[src/rtl/dm_bus_ctrl_pkg.sv]
`default_nettype none
//==============================================================================
// Module      : dm_bus_ctrl_pkg
// Description : Shared encodings for the data-memory bus controller:
//               DMType access codes, access-size classes, FSM state encoding
//               and small decode helpers used by dm_bus_ctrl / dm_lane_align.
// Revision    : 1.0 - initial release
//==============================================================================
package dm_bus_ctrl_pkg;

   // DMType codes driven by the core's MEM stage
   typedef enum logic [2:0] {
      DM_WORD   = 3'b000,
      DM_HALF   = 3'b001,
      DM_HALF_U = 3'b010,
      DM_BYTE   = 3'b011,
      DM_BYTE_U = 3'b100
   } dm_type_e;

   // Access size class after decoding a DMType code
   typedef enum logic [1:0] {
      SZ_BYTE = 2'd0,
      SZ_HALF = 2'd1,
      SZ_WORD = 2'd2
   } dm_size_e;

   // Bus controller FSM states
   typedef enum logic [1:0] {
      ST_IDLE   = 2'd0,
      ST_ACCESS = 2'd1,
      ST_DONE   = 2'd2
   } dm_state_e;

   // Unlisted codes fall back to a word access.
   function automatic dm_size_e dm_size(input logic [2:0] dmtype);
      case (dmtype)
         DM_HALF, DM_HALF_U: return SZ_HALF;
         DM_BYTE, DM_BYTE_U: return SZ_BYTE;
         default:            return SZ_WORD;
      endcase
   endfunction

   function automatic logic dm_is_signed(input logic [2:0] dmtype);
      return (dmtype == DM_HALF) || (dmtype == DM_BYTE);
   endfunction

endpackage : dm_bus_ctrl_pkg
`default_nettype wire

[src/rtl/dm_lane_align.sv]
`default_nettype none
//==============================================================================
// Module      : dm_lane_align
// Description : Combinational byte-lane steering for the data-memory bus.
//               Produces byte enables, lane-replicated store data,
//               lane-extracted sign/zero-extended load data and the
//               misalignment flag for a given byte offset and DMType.
// Ports       : offset_i    - byte offset within the word (addr[1:0])
//               dmtype_i    - DMType access code
//               wdata_i     - right-justified store data
//               rdata_raw_i - raw word from the bus
//               be_o        - byte enables
//               wdata_o     - store data placed in the enabled lanes
//               rdata_o     - extracted and extended load data
//               misaligned_o- access violates its natural alignment
// Revision    : 1.0 - initial release
//==============================================================================
module dm_lane_align
   import dm_bus_ctrl_pkg::*;
(
   input  logic [1:0]  offset_i,
   input  logic [2:0]  dmtype_i,
   input  logic [31:0] wdata_i,
   input  logic [31:0] rdata_raw_i,
   output logic [3:0]  be_o,
   output logic [31:0] wdata_o,
   output logic [31:0] rdata_o,
   output logic        misaligned_o
);

   dm_size_e    w_size;
   logic        w_signed;
   logic [31:0] w_lane;

   always_comb begin
      w_size       = dm_size(dmtype_i);
      w_signed     = dm_is_signed(dmtype_i);
      // Shift the addressed lane down to bit 0 before extension.
      w_lane       = rdata_raw_i >> {offset_i, 3'b000};
      be_o         = 4'b1111;
      wdata_o      = wdata_i;
      rdata_o      = rdata_raw_i;
      misaligned_o = 1'b0;
      case (w_size)
         SZ_BYTE: begin
            be_o    = 4'b0001 << offset_i;
            // Replication puts the byte in every lane; be selects the one used.
            wdata_o = {4{wdata_i[7:0]}};
            rdata_o = {{24{w_signed & w_lane[7]}}, w_lane[7:0]};
         end
         SZ_HALF: begin
            be_o         = 4'b0011 << offset_i;
            wdata_o      = {2{wdata_i[15:0]}};
            rdata_o      = {{16{w_signed & w_lane[15]}}, w_lane[15:0]};
            misaligned_o = offset_i[0];
         end
         default: begin
            misaligned_o = |offset_i;
         end
      endcase
   end

endmodule : dm_lane_align
`default_nettype wire

[src/rtl/dm_bus_ctrl.sv]
`default_nettype none
//==============================================================================
// Module      : dm_bus_ctrl
// Description : Data-memory interface stage behind the core's MEM stage.
//               Converts a load/store request into a word-wide bus
//               transaction with byte enables, stalls the pipeline through
//               wait states, returns extended load data and reports
//               misaligned requests and bus timeouts.
// Config      : DM_POSTED_WRITE_EN - when defined, aligned stores do not
//               stall; later requests wait for the posted write's ack.
// Ports       : clk_i/reset_ni       - clock, async active-low reset
//               req_*_i              - MEM-stage request
//               rdata_o              - load data, valid in the DONE cycle
//               stall_o              - hold the pipeline
//               misalign_err_o       - pulse on a misaligned request
//               bus_err_o            - pulse on a bus timeout
//               bus_*_o / bus_*_i    - RAM/MIO bus with ready/ack handshake
// Revision    : 1.0 - initial release
//==============================================================================
module dm_bus_ctrl
   import dm_bus_ctrl_pkg::*;
#(
   parameter int TIMEOUT_CYCLES = 16,
   parameter int ADDR_W         = 32
) (
   input  logic              clk_i,
   input  logic              reset_ni,
   input  logic              req_valid_i,
   input  logic              req_we_i,
   input  logic [ADDR_W-1:0] req_addr_i,
   input  logic [31:0]       req_wdata_i,
   input  logic [2:0]        req_dmtype_i,
   output logic [31:0]       rdata_o,
   output logic              stall_o,
   output logic              misalign_err_o,
   output logic              bus_err_o,
   output logic              bus_req_o,
   output logic              bus_we_o,
   output logic [ADDR_W-1:0] bus_addr_o,
   output logic [3:0]        bus_be_o,
   output logic [31:0]       bus_wdata_o,
   input  logic              bus_ack_i,
   input  logic [31:0]       bus_rdata_i
);

   localparam int C_CNT_W = (TIMEOUT_CYCLES < 2) ? 1 : $clog2(TIMEOUT_CYCLES + 1);

   dm_state_e          state_q, state_d;
   logic [C_CNT_W-1:0] cnt_q, cnt_d;
   logic [31:0]        rdata_q, rdata_d;
   logic [ADDR_W-1:0]  addr_q;
   logic [3:0]         be_q;
   logic [31:0]        wdata_q;
   logic               we_q;
   logic [2:0]         dmtype_q;
   logic [1:0]         offset_q;
`ifdef DM_POSTED_WRITE_EN
   logic               posted_q, posted_d;
`endif

   logic               w_load;
   logic               w_stall;
   logic               w_misalign;
   logic               w_bus_err;
   logic               w_timeout;
   dm_state_e          w_end_state;
   logic [1:0]         w_align_off;
   logic [2:0]         w_align_type;
   logic [3:0]         w_be;
   logic [31:0]        w_wdata_sh;
   logic [31:0]        w_rdata_ext;
   logic               w_misaligned;

   // In IDLE the aligner looks at the live request; afterwards it formats
   // the returning read word with the offset/type captured at launch.
   assign w_align_off  = (state_q == ST_IDLE) ? req_addr_i[1:0] : offset_q;
   assign w_align_type = (state_q == ST_IDLE) ? req_dmtype_i    : dmtype_q;

   dm_lane_align u_lane_align (
      .offset_i     (w_align_off),
      .dmtype_i     (w_align_type),
      .wdata_i      (req_wdata_i),
      .rdata_raw_i  (bus_rdata_i),
      .be_o         (w_be),
      .wdata_o      (w_wdata_sh),
      .rdata_o      (w_rdata_ext),
      .misaligned_o (w_misaligned)
   );

   // Timeout fires in the ACCESS cycle whose count reaches TIMEOUT_CYCLES.
   assign w_timeout = (TIMEOUT_CYCLES != 0) &&
                      ((32'(cnt_q) + 32'd1) == 32'(TIMEOUT_CYCLES));

   always_comb begin
      state_d     = state_q;
      cnt_d       = cnt_q;
      rdata_d     = rdata_q;
      w_load      = 1'b0;
      w_stall     = 1'b0;
      w_misalign  = 1'b0;
      w_bus_err   = 1'b0;
      w_end_state = ST_DONE;
`ifdef DM_POSTED_WRITE_EN
      posted_d    = posted_q;
      // A posted write returns straight to IDLE; new requests wait on it.
      if (posted_q) begin
         w_end_state = ST_IDLE;
      end
`endif
      case (state_q)
         ST_IDLE: begin
            if (req_valid_i) begin
               if (w_misaligned) begin
                  w_misalign = 1'b1;
               end else begin
                  w_load  = 1'b1;
                  cnt_d   = '0;
                  state_d = ST_ACCESS;
`ifdef DM_POSTED_WRITE_EN
                  posted_d = req_we_i;
                  w_stall  = ~req_we_i;
`else
                  w_stall  = 1'b1;
`endif
               end
            end
         end
         ST_ACCESS: begin
`ifdef DM_POSTED_WRITE_EN
            w_stall = posted_q ? req_valid_i : 1'b1;
`else
            w_stall = 1'b1;
`endif
            cnt_d = cnt_q + C_CNT_W'(1);
            // Ack takes priority over a timeout landing on the same cycle.
            if (bus_ack_i) begin
               if (!we_q) begin
                  rdata_d = w_rdata_ext;
               end
               state_d = w_end_state;
            end else if (w_timeout) begin
               w_bus_err = 1'b1;
               rdata_d   = '0;
               state_d   = w_end_state;
            end
         end
         ST_DONE: begin
            state_d = ST_IDLE;
         end
         default: begin
            state_d = ST_IDLE;
         end
      endcase
   end

   always_ff @(posedge clk_i or negedge reset_ni) begin
      if (!reset_ni) begin
         state_q  <= ST_IDLE;
         cnt_q    <= '0;
         rdata_q  <= '0;
         addr_q   <= '0;
         be_q     <= '0;
         wdata_q  <= '0;
         we_q     <= 1'b0;
         dmtype_q <= '0;
         offset_q <= '0;
`ifdef DM_POSTED_WRITE_EN
         posted_q <= 1'b0;
`endif
      end else begin
         state_q <= state_d;
         cnt_q   <= cnt_d;
         rdata_q <= rdata_d;
`ifdef DM_POSTED_WRITE_EN
         posted_q <= posted_d;
`endif
         if (w_load) begin
            addr_q   <= {req_addr_i[ADDR_W-1:2], 2'b00};
            be_q     <= w_be;
            wdata_q  <= w_wdata_sh;
            we_q     <= req_we_i;
            dmtype_q <= req_dmtype_i;
            offset_q <= req_addr_i[1:0];
         end
      end
   end

   assign bus_req_o      = (state_q == ST_ACCESS);
   assign bus_we_o       = bus_req_o & we_q;
   assign bus_addr_o     = addr_q;
   assign bus_be_o       = be_q;
   assign bus_wdata_o    = wdata_q;
   assign rdata_o        = rdata_q;
   // Request-driven outputs are forced low while reset is held.
   assign stall_o        = w_stall & reset_ni;
   assign misalign_err_o = w_misalign & reset_ni;
   assign bus_err_o      = w_bus_err;

endmodule : dm_bus_ctrl
`default_nettype wire
[config.mk]
export PLATFORM = sky130hd
export DESIGN_NAME = dm_bus_ctrl
export DESIGN_NICKNAME = d
export VERILOG_FILES = /design/src/rtl/dm_bus_ctrl_pkg.sv /design/src/rtl/dm_lane_align.sv /design/src/rtl/dm_bus_ctrl.sv
export SDC_FILE = /design/constraint.sdc
export NUM_CORES = 1
export LEC_CHECK = 0
export BUFFER_PORTS_ARGS = -buffer_cell sky130_fd_sc_hd__buf_2
export CAP_MARGIN = 30
export CORE_MARGIN = 5
export CORE_UTILIZATION = 40
export DETAILED_ROUTE_END_ITERATION = 7
export PLACE_DENSITY = 0.79
export SLEW_MARGIN = 20
export SYNTH_ARGS = -nofsm -noshare
export SYNTH_HDL_FRONTEND = slang
export SYNTH_HIERARCHICAL = 1
export SYNTH_SLANG_ARGS = --single-unit
export TNS_END_PERCENT = 50
[constraint.sdc]
create_clock -name clk_i -period 3.4 [get_ports clk_i]
set_clock_uncertainty 0.05 [all_clocks]
set_input_delay 0.51 -clock clk_i [delete_from_list [all_inputs] [get_ports clk_i]]
set_output_delay 0.51 -clock clk_i [all_outputs]
set_load 0.01 [all_outputs]
==> flow_summary.ini <==
[status]
outcome = completed

[routing]
ant_nets = 0
top_layer = met5
wl_met3_um = 1000
drc = 0
vias = 5307
first_pass_iters = 5
post_drt_wl_per_cell_um = 17.6
avgViaCountPerCell = 5.40
wl_met1_um = 7620
met2_length_um = 8170
routed_wl_um = 17300
drt-initial-drc-count = 302

[cts]
ctsHoldBuffers = 0
clk-insertion-delay-late_ns = 0.35
clock-sinks = 111
cts_resized = 0
post-cts-setup-buffers = 0
clockBufferDepth = 2
tritoncts = done
ctsRootBufferMaster = clkbuf_16
htree_levels = 3
cts_made_buffers = 9
path_clk_slew_ns = 0.08

[worst_setup_path]
cp.arrival_ns = 2.62
worstSetupEndpointType = output port
r2r_cells = 11
crit_cells = 11
cp.required_ns = 2.84
worst-path-max-fanout = 10
worst-path-buf-inv = 3
crit_family = compound AO/OA/AOI/OAI gates
critical-path-slowest-cell = dfrtp_1
path_cells = nor2_1 -> buf_4 -> mux2_2 -> clkinv_1 -> o21ai_0 -> a21oi_1 -> a221oi_2 -> nor2b_2 -> o21bai_1 -> nor2_1 -> buf_2
cp-start-kind = flip-flop
slowest_delay_ns = 0.40
crit_top_cell = nor2_1
criticalPathCategory = reg -> out

[power_and_ir_drop]
p_total_uw = 7530
ir_drop_v = 0.000429
p_per_area_mw_per_mm2 = 991
p_leak_uw = 0.00374

[synth]
synth-async-reset-ratio = 1.00
synth_area_leaders = dfrtp_1 45%, mux2_2 16%, nand2_1 6.6%
synth_top_area_frac = 0.450
ys_seq_area_frac = 0.450
synthCells = 608
netlist_area_mm2 = 0.00617
synth-edff-count = 0
yosys_warnings = 6
synth_top_area_cell = dfrtp_1
avgSynthCellArea_um2 = 10.1
ys.flop_type = dfrtp_1
ys_ff_latch = 111
synth_cell_type_count = 57

[die]
coreArea_mm2 = 0.0151
die-width_um = 134
pin_count = 209
initial_core_util = 0.407
dieArea_mm2 = 0.0180
row_count = 45
die-height_um = 134

[timing]
worst_pin_slew_ns = 0.765
min_period_ns = 3.18
finalMaxSlewViolations = 0
setup_violations = 0
finalSetupTns_ns = 0
fmax_mhz = 314
hold_viol = 0
holdWs_ns = 0.262
relSlewSlack = 0.490
final.period_utilization = 0.936
rsz0062_at_grt = no

[finish]
area_growth_pct = 23.3
fin_nets = 894
drive_gt1_frac = 0.427
final_area_mm2 = 0.00760

[global_routing]
grt_pass1_vias = 5283
gr-usage-all-layers = 0.190
grt_max_degree = 61
grt_pass1_wl_um = 27700
antenna_found_initial = 4
grt_overflow = 0

[hold_path]
hold_class = in -> async

[flow_run]
cap_violations = 0

[place]
place_area_mm2 = 0.00730
portBuffers = 206
gp_congestion = 0.858
place_hpwl_um = 12800
[layer usage]
metal  track usage  vias to the layer above
met3        0.0450                       29
met4        0.0735                        4
met1         0.255                     2592
met5             0                        -
met2         0.299                      160
li1              -                     2522
[stage by stage]
step	instances	setup WS, ns	util
after floorplan	609	0.163	-
after global placement	965	0.625	0.482
after detailed placement	965	0.560	0.482
after CTS	981	0.200	0.501
after global routing	982	0.0194	0.502
final	983	0.216	0.502
[cell type report]
class / instances / area, um2
clock inverters: 7 / 63.8
fillers: 1420 / 7550
flip-flops and latches: 111 / 2780
well taps: 188 / 235
multi-input cells: 431 / 3070
diodes: 2 / 5.00
repair buffers: 223 / 1170
clock buffers: 9 / 225
inverters: 12 / 45.0
[flip-flops by register name, indices dropped and copies added (netlist names), 2 cells and up]
signal,flops
offset_q,2
bus_wdata_o,32
bus_be_o,4
cnt_q,5
bus_addr_o,30
dmtype_q,3
state_q,2
rdata_o,32
[kinds of logic after synthesis]
| kind of cell | count (synthesis) | synth area share |
|---|---|---|
| fa+ha+maj | 3 | 0.00568 |
| compound gates | 161 | 0.179 |
| mux | 105 | 0.191 |
| xor+xnor | 4 | 0.00568 |
| flops | 111 | 0.450 |
| other cells | 1 | 0.000608 |
| simple gates | 156 | 0.112 |
| buf+inv | 67 | 0.0552 |
[final timing paths]
path / from / endpoint / slack, ns
max: state_q[0]$_DFFE_PN0P_ / stall_o / 0.22
min: reset_ni / state_q[0]$_DFFE_PN0P_ / 0.26
max reg2reg: state_q[0]$_DFFE_PN0P_ / bus_wdata_o[12]$_DFFE_PN0P_ / 0.56
min reg2reg: bus_wdata_o[24]$_DFFE_PN0P_ / bus_wdata_o[24]$_DFFE_PN0P_ / 0.45
max in group asynchronous: reset_ni / bus_addr_o[19]$_DFFE_PN0P_ / 2.49
min in group clk_i: req_addr_i[28] / bus_addr_o[28]$_DFFE_PN0P_ / 0.33
[synthesized netlist by cell type, types with 2 or more instances]
cell type    n
dfrtp_1    111
nand2_1    109
mux2_2      86
a21oi_1     44
o21ai_0     26
a21o_1      23
clkbuf_1    21
buf_2       17
a22oi_1     16
a211oi_1    12
a22o_1      12
mux2i_1     11
nand3_1     11
nor2_1      11
buf_4       10
inv_1        9
a221o_1      7
mux2_1       7
a2bb2oi_1    6
nand2b_1     6
buf_6        4
a221oi_1     3
buf_1        3
nand3b_1     3
clkinv_1     2
ha_1         2
nor2b_1      2
nor3_1       2
o21ai_1      2
xnor2_1      2
xor2_1       2
[cell usage in the layout, fill, tap and decap left out, types with 12 or more instances in the layout]
| master | synthesis | layout |
|---|---|---|
| a21oi_1 | 44 | 44 |
| a22o_1 | 12 | 12 |
| a22oi_1 | 16 | 16 |
| a21o_1 | 23 | 23 |
| mux2_2 | 86 | 86 |
| o21ai_0 | 26 | 26 |
| buf_2 | 17 | 205 |
| dfrtp_1 | 111 | 111 |
| a211oi_1 | 12 | 12 |
| buf_4 | 10 | 17 |
| nand2_1 | 109 | 108 |
[report_power, final]
group,total [uW],internal [uW],switching (uW)
Combinational,4190,1950,2240
Clock,1040,514,528
Sequential,2290,1970,326
Total,7530,4430,3100
Note: power is estimated with default switching activity, not from simulation.
